## config.mk

```make
export PLATFORM = sky130hd
export DESIGN_NAME = pwm_gen
export DESIGN_NICKNAME = d
export VERILOG_FILES = /design/src/rtl/pwm_pkg.sv /design/src/rtl/pwm_channel.sv /design/src/rtl/pwm_gen.sv
export SDC_FILE = /design/constraint.sdc
export NUM_CORES = 1
export LEC_CHECK = 0
export CAP_MARGIN = 10
export CORE_MARGIN = 8
export CORE_UTILIZATION = 50
export DETAILED_ROUTE_END_ITERATION = 10
export PLACE_DENSITY = 0.69
export SETUP_SLACK_MARGIN = 0.5
export SYNTH_ARGS = -nofsm -noshare
export SYNTH_HDL_FRONTEND = slang
export SYNTH_SLANG_ARGS = --single-unit
export TNS_END_PERCENT = 100
```

## constraint.sdc

```tcl
create_clock -name CLK -period 13.95 [get_ports CLK]
set_clock_uncertainty 0.2 [all_clocks]
set_input_delay 1.395 -clock CLK [delete_from_list [all_inputs] [get_ports CLK]]
set_output_delay 1.395 -clock CLK [all_outputs]
set_load 0.1 [all_outputs]
```

## src/rtl/pwm_pkg.sv

```systemverilog
// Shared word types and single-step modular helpers for the PWM drive path.
// The word type is shared with the smoothing stage feeding this block.
package pwm_pkg;

  localparam int PWM_W = 13;

  typedef logic [PWM_W-1:0] pwm_word_t;
  typedef logic [PWM_W:0]   pwm_ext_t;

  // (a - b) mod cycle for a < cycle and b < cycle; one conditional add suffices.
  function automatic pwm_ext_t mod_sub(input pwm_ext_t a, input pwm_ext_t b, input pwm_ext_t cycle);
    return (a < b) ? (a - b + cycle) : (a - b);
  endfunction

  // (a + b) mod cycle for a < cycle and b <= cycle; one conditional subtract suffices.
  function automatic pwm_ext_t mod_add(input pwm_ext_t a, input pwm_ext_t b, input pwm_ext_t cycle);
    pwm_ext_t sum;
    sum = a + b;
    return (sum >= cycle) ? (sum - cycle) : sum;
  endfunction

endpackage

```

## src/rtl/pwm_channel.sv

```systemverilog
// One PWM channel: period counter, double-buffered duty/phase, edge
// computation and a registered output compare.
module pwm_channel
  import pwm_pkg::*;
#(
  parameter int WIDTH = PWM_W
) (
  input  logic             clk,
  input  logic             rst_n,
  input  logic             sync,
  input  logic             in_valid,
  input  logic [WIDTH-1:0] cycle,
  input  logic [WIDTH-1:0] duty,
  input  logic [WIDTH-1:0] phase,
  output logic             pwm,
  output logic [WIDTH-1:0] cnt
);

  logic [WIDTH-1:0] cnt_r;
  logic [WIDTH-1:0] pend_duty_r;
  logic [WIDTH-1:0] pend_phase_r;
  logic             pend_vld_r;
  logic [WIDTH-1:0] duty_r;
  logic [WIDTH-1:0] rise_r;
  logic [WIDTH-1:0] fall_r;
  logic             pwm_r;

  logic [WIDTH-1:0] cyc_m1_s;
  logic             wrap_s;
  logic             apply_s;
  logic [WIDTH-1:0] new_duty_s;
  logic [WIDTH-1:0] new_phase_s;
  logic [WIDTH-1:0] phase_red_s;
  logic [WIDTH-1:0] half_lo_s;
  logic [WIDTH-1:0] half_hi_s;
  logic [WIDTH-1:0] rise_s;
  logic [WIDTH-1:0] fall_s;
  logic             pwm_nxt_s;

  // A counter beyond cycle-1 (cycle shrunk) also wraps, so the boundary is >=.
  assign cyc_m1_s = cycle - WIDTH'(1);
  assign wrap_s   = (cnt_r >= cyc_m1_s);
  assign apply_s  = (wrap_s || sync) && (pend_vld_r || in_valid);

  // A strobe in the apply cycle bypasses the pending buffer.
  assign new_duty_s  = in_valid ? duty  : pend_duty_r;
  assign new_phase_s = in_valid ? phase : pend_phase_r;

  assign phase_red_s = (new_phase_s >= cycle) ? (new_phase_s - cycle) : new_phase_s;
  assign half_lo_s   = new_duty_s >> 1;
  assign half_hi_s   = new_duty_s - half_lo_s;
  assign rise_s      = WIDTH'(mod_sub(pwm_ext_t'(phase_red_s), pwm_ext_t'(half_lo_s), pwm_ext_t'(cycle)));
  assign fall_s      = WIDTH'(mod_add(pwm_ext_t'(phase_red_s), pwm_ext_t'(half_hi_s), pwm_ext_t'(cycle)));

  // Free-running period counter; sync has priority over the wrap.
  always_ff @(posedge clk or negedge rst_n) begin
    if (!rst_n) begin
      cnt_r <= {WIDTH{1'b0}};
    end else if (sync || wrap_s) begin
      cnt_r <= {WIDTH{1'b0}};
    end else begin
      cnt_r <= cnt_r + WIDTH'(1);
    end
  end

  // Pending buffer: last strobe before a boundary wins.
  always_ff @(posedge clk or negedge rst_n) begin
    if (!rst_n) begin
      pend_duty_r  <= {WIDTH{1'b0}};
      pend_phase_r <= {WIDTH{1'b0}};
      pend_vld_r   <= 1'b0;
    end else if (apply_s) begin
      pend_vld_r   <= 1'b0;
    end else if (in_valid) begin
      pend_duty_r  <= duty;
      pend_phase_r <= phase;
      pend_vld_r   <= 1'b1;
    end
  end

  // Active duty and edges change only at a period boundary.
  always_ff @(posedge clk or negedge rst_n) begin
    if (!rst_n) begin
      duty_r <= {WIDTH{1'b0}};
      rise_r <= {WIDTH{1'b0}};
      fall_r <= {WIDTH{1'b0}};
    end else if (apply_s) begin
      duty_r <= new_duty_s;
      rise_r <= rise_s;
      fall_r <= fall_s;
    end
  end

  // Output decision for the current counter value.
  always_comb begin
    pwm_nxt_s = 1'b0;
    if (duty_r == {WIDTH{1'b0}}) begin
      pwm_nxt_s = 1'b0;
    end else if (duty_r >= cycle) begin
      pwm_nxt_s = 1'b1;
    end else if (rise_r < fall_r) begin
      pwm_nxt_s = (cnt_r >= rise_r) && (cnt_r < fall_r);
    end else begin
      pwm_nxt_s = (cnt_r >= rise_r) || (cnt_r < fall_r);
    end
  end

  // Registered drive bit, one clock behind the counter.
  always_ff @(posedge clk or negedge rst_n) begin
    if (!rst_n) begin
      pwm_r <= 1'b0;
    end else begin
      pwm_r <= pwm_nxt_s;
    end
  end

  assign pwm = pwm_r;
  assign cnt = cnt_r;

endmodule

```

## src/rtl/pwm_gen.sv

```systemverilog
// Multi-channel PWM generator: DEPTH independent channels sharing the
// sync pulse and the duty/phase strobe.
module pwm_gen
  import pwm_pkg::*;
#(
  parameter int WIDTH = PWM_W,
  parameter int DEPTH = 1
) (
  input  logic                        CLK,
  input  logic                        RST_N,
  input  logic                        SYNC,
  input  logic [DEPTH-1:0][WIDTH-1:0] CYCLE,
  input  logic [DEPTH-1:0][WIDTH-1:0] DUTY_S,
  input  logic [DEPTH-1:0][WIDTH-1:0] PHASE_S,
  input  logic                        IN_VALID,
  output logic [DEPTH-1:0]            PWM_OUT,
  output logic [DEPTH-1:0][WIDTH-1:0] CNT
);

  for (genvar i = 0; i < DEPTH; i++) begin : g_ch
    pwm_channel #(
      .WIDTH(WIDTH)
    ) u_ch (
      .clk     (CLK),
      .rst_n   (RST_N),
      .sync    (SYNC),
      .in_valid(IN_VALID),
      .cycle   (CYCLE[i]),
      .duty    (DUTY_S[i]),
      .phase   (PHASE_S[i]),
      .pwm     (PWM_OUT[i]),
      .cnt     (CNT[i])
    );
  end

endmodule

```

# == Yosys cells after proc, flatten, opt, wreduce, memory -nomap -nowiden ==
# Index checks and enable logic that the tools add are counted.
# totals
inputBits,43
wordCells,42
register_bits,80
# op_classes
n_mux,11
n_lt_le_gt_ge,8
add_sub_neg,8
reduce_logical,7
# ops
op,count
13-bit two-way mux,6
13-bit greater-or-equal comparator,4
13-bit less-than comparator,2
13-bit by 12-bit subtractor with 13-bit output,2
13-bit subtractor,2
13-bit by 13-bit adder with 14-bit output,1
14-bit by 13-bit greater-or-equal comparator with 1-bit output,1
13-bit by 1-bit adder with 13-bit output (second input constant),1
13-bit adder,1
13-bit logical NOT,1
13-bit by 12-bit less-than comparator with 1-bit output,1
13-bit by 1-bit subtractor with 13-bit output (second input constant),1
1-bit two-way mux,5
1-bit logical OR,3
1-bit logical AND,2
2-bit nonzero test,1

# == Longest topological paths before layout ==
# logic_depth
depth_word,6
mapped_depth,31

# == Least setup slack after synthesis ==
# Ideal clock, no wire load.
# synth_timing
path_kind,input to register
start,input port IN_VALID
end,register g_ch[0].u_ch.fall_r[0]
cell_stages,28
arrival_time_ns,7.630
setup_time_ns,0.124
slack_ns,5.996
required_time_ns,13.626
path_buffers,4
cell_sequence,clkbuf_1 -> buf_1 -> mux2i_1 -> inv_1 -> ha_1 -> a21o_1 -> a211oi_1 -> a211oi_2 -> or2_2 -> buf_2 -> clkbuf_1 -> a21oi_1 -> ha_1 -> o21a_1 -> a21oi_1 -> o21ai_1 -> a211oi_2 -> o21ai_1 -> and3b_1 -> or2_2 -> ha_1 -> nand2_1 -> o21ai_1 -> nor4_2 -> or3_1 -> a21boi_4 -> and3_1 -> a211o_1
# synth_between
elab_chain_len,6
elab_cells_between_ends,12
cone_classes,add/sub: 4; order compare: 2; mux: 4; reduce/logical: 2
# synth_rtl
element,line_no,rtl
from (decl),pwm_gen.sv:15,"input logic IN_VALID,"
13-bit two-way mux *,pwm_channel.sv:47,assign new_phase_s = in_valid ? phase : pend_phase_r;
named net g_ch[0].u_ch.new_phase_s[6],pwm_channel.sv:32,logic [WIDTH-1:0] new_phase_s;
13-bit subtractor / 13-bit greater-or-equal comparator (equally long branches),pwm_channel.sv:49,assign phase_red_s = (new_phase_s >= cycle) ? (new_phase_s - cycle) : new_phase_s;
13-bit two-way mux *,pwm_channel.sv:49,
13-bit by 13-bit adder with 14-bit output *,pwm_pkg.sv:18,sum = a + b;
14-bit by 13-bit greater-or-equal comparator with 1-bit output / 13-bit subtractor (equally long branches),pwm_pkg.sv:19,return (sum >= cycle) ? (sum - cycle) : sum;
13-bit two-way mux *,pwm_pkg.sv:19,
to (signal assigned),pwm_channel.sv:86,fall_r <= {WIDTH{1'b0}};
to (signal assigned),pwm_channel.sv:90,fall_r <= fall_s;
to (decl),pwm_channel.sv:25,logic [WIDTH-1:0] fall_r;
# Mark *: on every way through the listed nets, which the timed path passes. The rest lies on a longest branch.
# A chain may end at the register's enable or synchronous reset.

# == Worst setup path after layout ==
# Same ends and word-level chain as after synthesis.

==> out/results.tsv <==
metric	value	unit
CTS resizes	0	
io pins	57	
relative slew slack	28.8	%
final WL	21800	um
Final Core Density	56.8	%
H-tree depth	3	
vias in the first global route	7519	
clock latency on the worst-skew pair	0.35	ns
sequential element share of the synthesized area	23.1	%
Overall Global Routing Usage	20.7	%
CTS clock-pin slew for the worst setup and hold paths	0.06	ns
fin nets	1257	
worst r2r dst	g_ch[0].u_ch.fall_r[0]$_DFFE_PN0P_	
#FFs+latches synth	80	
P_leak	0.00459	uW
hold-critical path depth	2	
synth warn	0	
VDD IR max	204	uV
outcome	completed	
FFs w/ async S/R, synth	100	%
overall power	2540	uW
max-cap violations	0	
switching share of power	49.2	%
Pint	1290	uW
die area	21800	um2
combinational share of power	76.5	%
R2R setup slack	7.20	ns
Hold Buf Count CTS	0	
core area	17100	um2
global route overflow	0	
share of cells above drive strength 1	5.60	%
Pins Over Slew Limit	0	
Post-synth top flop	dfrtp_1	
Avg WL per Cell	16.8	um
global placer's final weighted congestion	0.906	
clock sinks	80	
minimum clock period	8.04	ns
Antenna Nets Post-Route	0	
crit path kind	in2reg	
DP HPWL	17500	um
num rows	48	
Syn Area/Cell	8.51	um2
largest net degree at the start of global routing	72	
final setup fails	0	
CTS Buf Count	9	
Max Freq	0.124	GHz
critical path data required time	13.98	ns
initial antenna violation count	0	
1st-iter DRT viols	412	
Synth Cell Area	8650	um2
chip width	148	um
startpoint types	input pin	
CP delay by family, top	compound AO/OA/AOI/OAI gates	
Hold Crit Class	reg2reg	
Tcrit/Tclk final	57.6	%
PD cells	261	nW/um2
total number of vias	7462	
port bufs	56	
WHS	0.292	ns
area delta synth->final	12.3	%
Hold Vio Cnt, Final	0	
CP Capture Type	flop	
worst-margin pin slew	1.06	ns
Root Buffer	clkbuf_16	
CTS max path bufs	2	
CP Max Fanout	28	
Critical Path Max Stage Delay	0.53	ns
Reg2Reg Depth	25	
Starting Density	50.5	%
post-synthesis cell type count	73	
via/cell ratio	5.75	
Final TNS setup	0	ns
Seq pwr share	13.8	%
Hold Startpoint	g_ch[0].u_ch.fall_r[10]$_DFFE_PN0P_	
number of enable flip-flop cells after synthesis	0	
Cells after Synth	1017	
slowest stage cell on the critical path	a21boi_4	
DR DRC count	0	
WP buf/inv	3	
Post-CTS Setup Inserts	0	
Clk pwr share	9.7	%
worst hold endpoint	g_ch[0].u_ch.fall_r[10]$_DFFE_PN0P_	
reg2reg start	g_ch[0].u_ch.pend_phase_r[1]$_DFFE_PN0N_	
RSZ-0062 raised after global routing	false	
Post-Syn Nets	1207	
first-pass GRT wire length	36400	um
CTS tree	built	
Net Switching	1250	uW
Pre-Repair DR Iteration Count	5	
arrival time of the worst setup path	8.07	ns
Antenna diodes	0	
die height	148	um
-- synth_stat cells, types with 4 or more instances --
master    instances  area share (%)
ha_1            141              20
nor2_1          102             4.4
dfrtp_1          80              23
inv_1            78             3.4
a21oi_1          77             4.5
nand2_1          75             3.3
xnor2_1          59             6.0
o21ai_0          45             2.6
mux2i_1          38             4.4
a21o_1           26             2.3
o21ai_1          25             1.4
nand3_1          23             1.3
nor3_1           19             1.1
o21a_1           18             1.6
xor2_1           17             1.7
nor2b_1          12            0.87
and3_1           11            0.80
buf_2            11            0.64
mux2_2           11             1.4
o211ai_1         10            0.87
a31oi_1           8            0.58
nor4_1            8            0.58
a211oi_1          7            0.61
clkbuf_1          7            0.30
nand4_1           7            0.51
o21bai_1          7            0.61
or3_1             7            0.51
fa_1              6             1.4
nand2b_1          6            0.43
or2_2             5            0.36
a211o_1           4            0.40
and2_1            4            0.29
o31a_1            4            0.40
o31ai_1           4            0.35
-- cell type report --
class	instances	area, um2
clock inverter	6	70.1
fill	1600	7400
inverter	78	293
multi-input combinational	837	6250
timing repair buffer	61	591
tap	225	282
clock buffer	10	229
sequential	80	2000
-- state kept, by name, indices dropped and copies added, names as in the netlist --
register and flops:
g_ch.u_ch.pend_vld_r 1, g_ch.u_ch.rise_r 13, g_ch.u_ch.pwm 1, g_ch.u_ch.duty_r 13
g_ch.u_ch.fall_r 13, g_ch.u_ch.pend_phase_r 13, g_ch.u_ch.pend_duty_r 13, g_ch.u_ch.cnt 13
-- power groups by stage --
stage	clock network (uW)	logic, uW	registers [uW]
2_1_floorplan	0	1560	380
3_3_place_gp	0	1890	353
3_5_place_dp	0	1920	355
4_1_cts	249	1930	351
5_1_grt	257	2180	360
6_report	245	1940	351
-- per-layer routing --
layer  routed length [um]  share of wire [%]  GRT usage [%]  vias to the layer above
met5                    0                  0              0                        -
met4                  472                2.2           6.43                        0
met3                 1150                5.3           3.21                       38
met2                10200                 47           35.7                      199
met1                 9960                 46           25.9                     3482
li1                     -                  -              -                     3743
-- stage by stage --
| stage | worst slack (ns) | std cells | cell area, um2 |
|---|---|---|---|
| 6_report | 5.91 | 1297 | 9720 |
| 3_5_place_dp | 5.61 | 1281 | 9420 |
| 2_1_floorplan | 6.00 | 1017 | 8650 |
| 3_3_place_gp | 5.75 | 1281 | 9420 |
| 5_1_grt | 5.40 | 1297 | 9720 |
| 4_1_cts | 5.96 | 1297 | 9720 |
-- cells in the final DEF (no fill, tap or decap), types with 4 or more instances in the layout --
| cell type | count |
|---|---|
| nor2b_1 | 12 |
| and3_1 | 11 |
| inv_1 | 78 |
| a211oi_1 | 7 |
| xnor2_1 | 59 |
| a31oi_1 | 8 |
| a211o_1 | 4 |
| a21oi_1 | 77 |
| dfrtp_1 | 80 |
| ha_1 | 141 |
| o211ai_1 | 10 |
| fa_1 | 6 |
| or2_2 | 5 |
| and2_1 | 4 |
| mux2_2 | 11 |
| buf_4 | 6 |
| o31ai_1 | 4 |
| o21a_1 | 18 |
| o21ai_0 | 45 |
| clkbuf_16 | 9 |
| nand2_1 | 75 |
| nor3_1 | 19 |
| o21bai_1 | 7 |
| o31a_1 | 4 |
| nand2b_1 | 6 |
| mux2i_1 | 38 |
| nor4_1 | 8 |
| o21ai_1 | 25 |
| clkdlybuf4s50_1 | 54 |
| nand3_1 | 23 |
| xor2_1 | 17 |
| nor2_1 | 102 |
| or3_1 | 7 |
| a21o_1 | 26 |
| nand4_1 | 7 |
-- logic make-up (layout without fill, tap and decap cells) --
| group | Yosys count | count (layout) | share of synthesized area (%) |
|---|---|---|---|
| AND/OR/NAND/NOR | 289 | 289 | 15.7 |
| AO/OA/AOI/OAI | 276 | 276 | 21.2 |
| adder cells (fa/ha/maj) | 147 | 147 | 21.8 |
| buffers and inverters | 100 | 155 | 4.71 |
| flip-flops | 80 | 80 | 23.1 |
| XOR/XNOR | 76 | 76 | 7.69 |
| multiplexers | 49 | 49 | 5.83 |
-- worst min-delay path, stage by stage, from the launching register on --
cell	delay, ns
dfrtp_1	0.34
nand2_1	0.06
o21ai_1	0.06
-- worst max-delay path by stage --
| stage | startpoint | end | cells after the start |
|---|---|---|---|
| after global placement | IN_VALID | g_ch[0].u_ch.fall_r[0]$_DFFE_PN0P_ | 27 |
| after detailed placement | IN_VALID | g_ch[0].u_ch.fall_r[0]$_DFFE_PN0P_ | 26 |
| final | IN_VALID | g_ch[0].u_ch.fall_r[0]$_DFFE_PN0P_ | 27 |
| after global routing | IN_VALID | g_ch[0].u_ch.fall_r[0]$_DFFE_PN0P_ | 27 |
| after floorplan | IN_VALID | g_ch[0].u_ch.fall_r[0]$_DFFE_PN0P_ | 28 |
| after CTS | IN_VALID | g_ch[0].u_ch.fall_r[12]$_DFFE_PN0P_ | 27 |
Power figures use the tool's default switching activity.
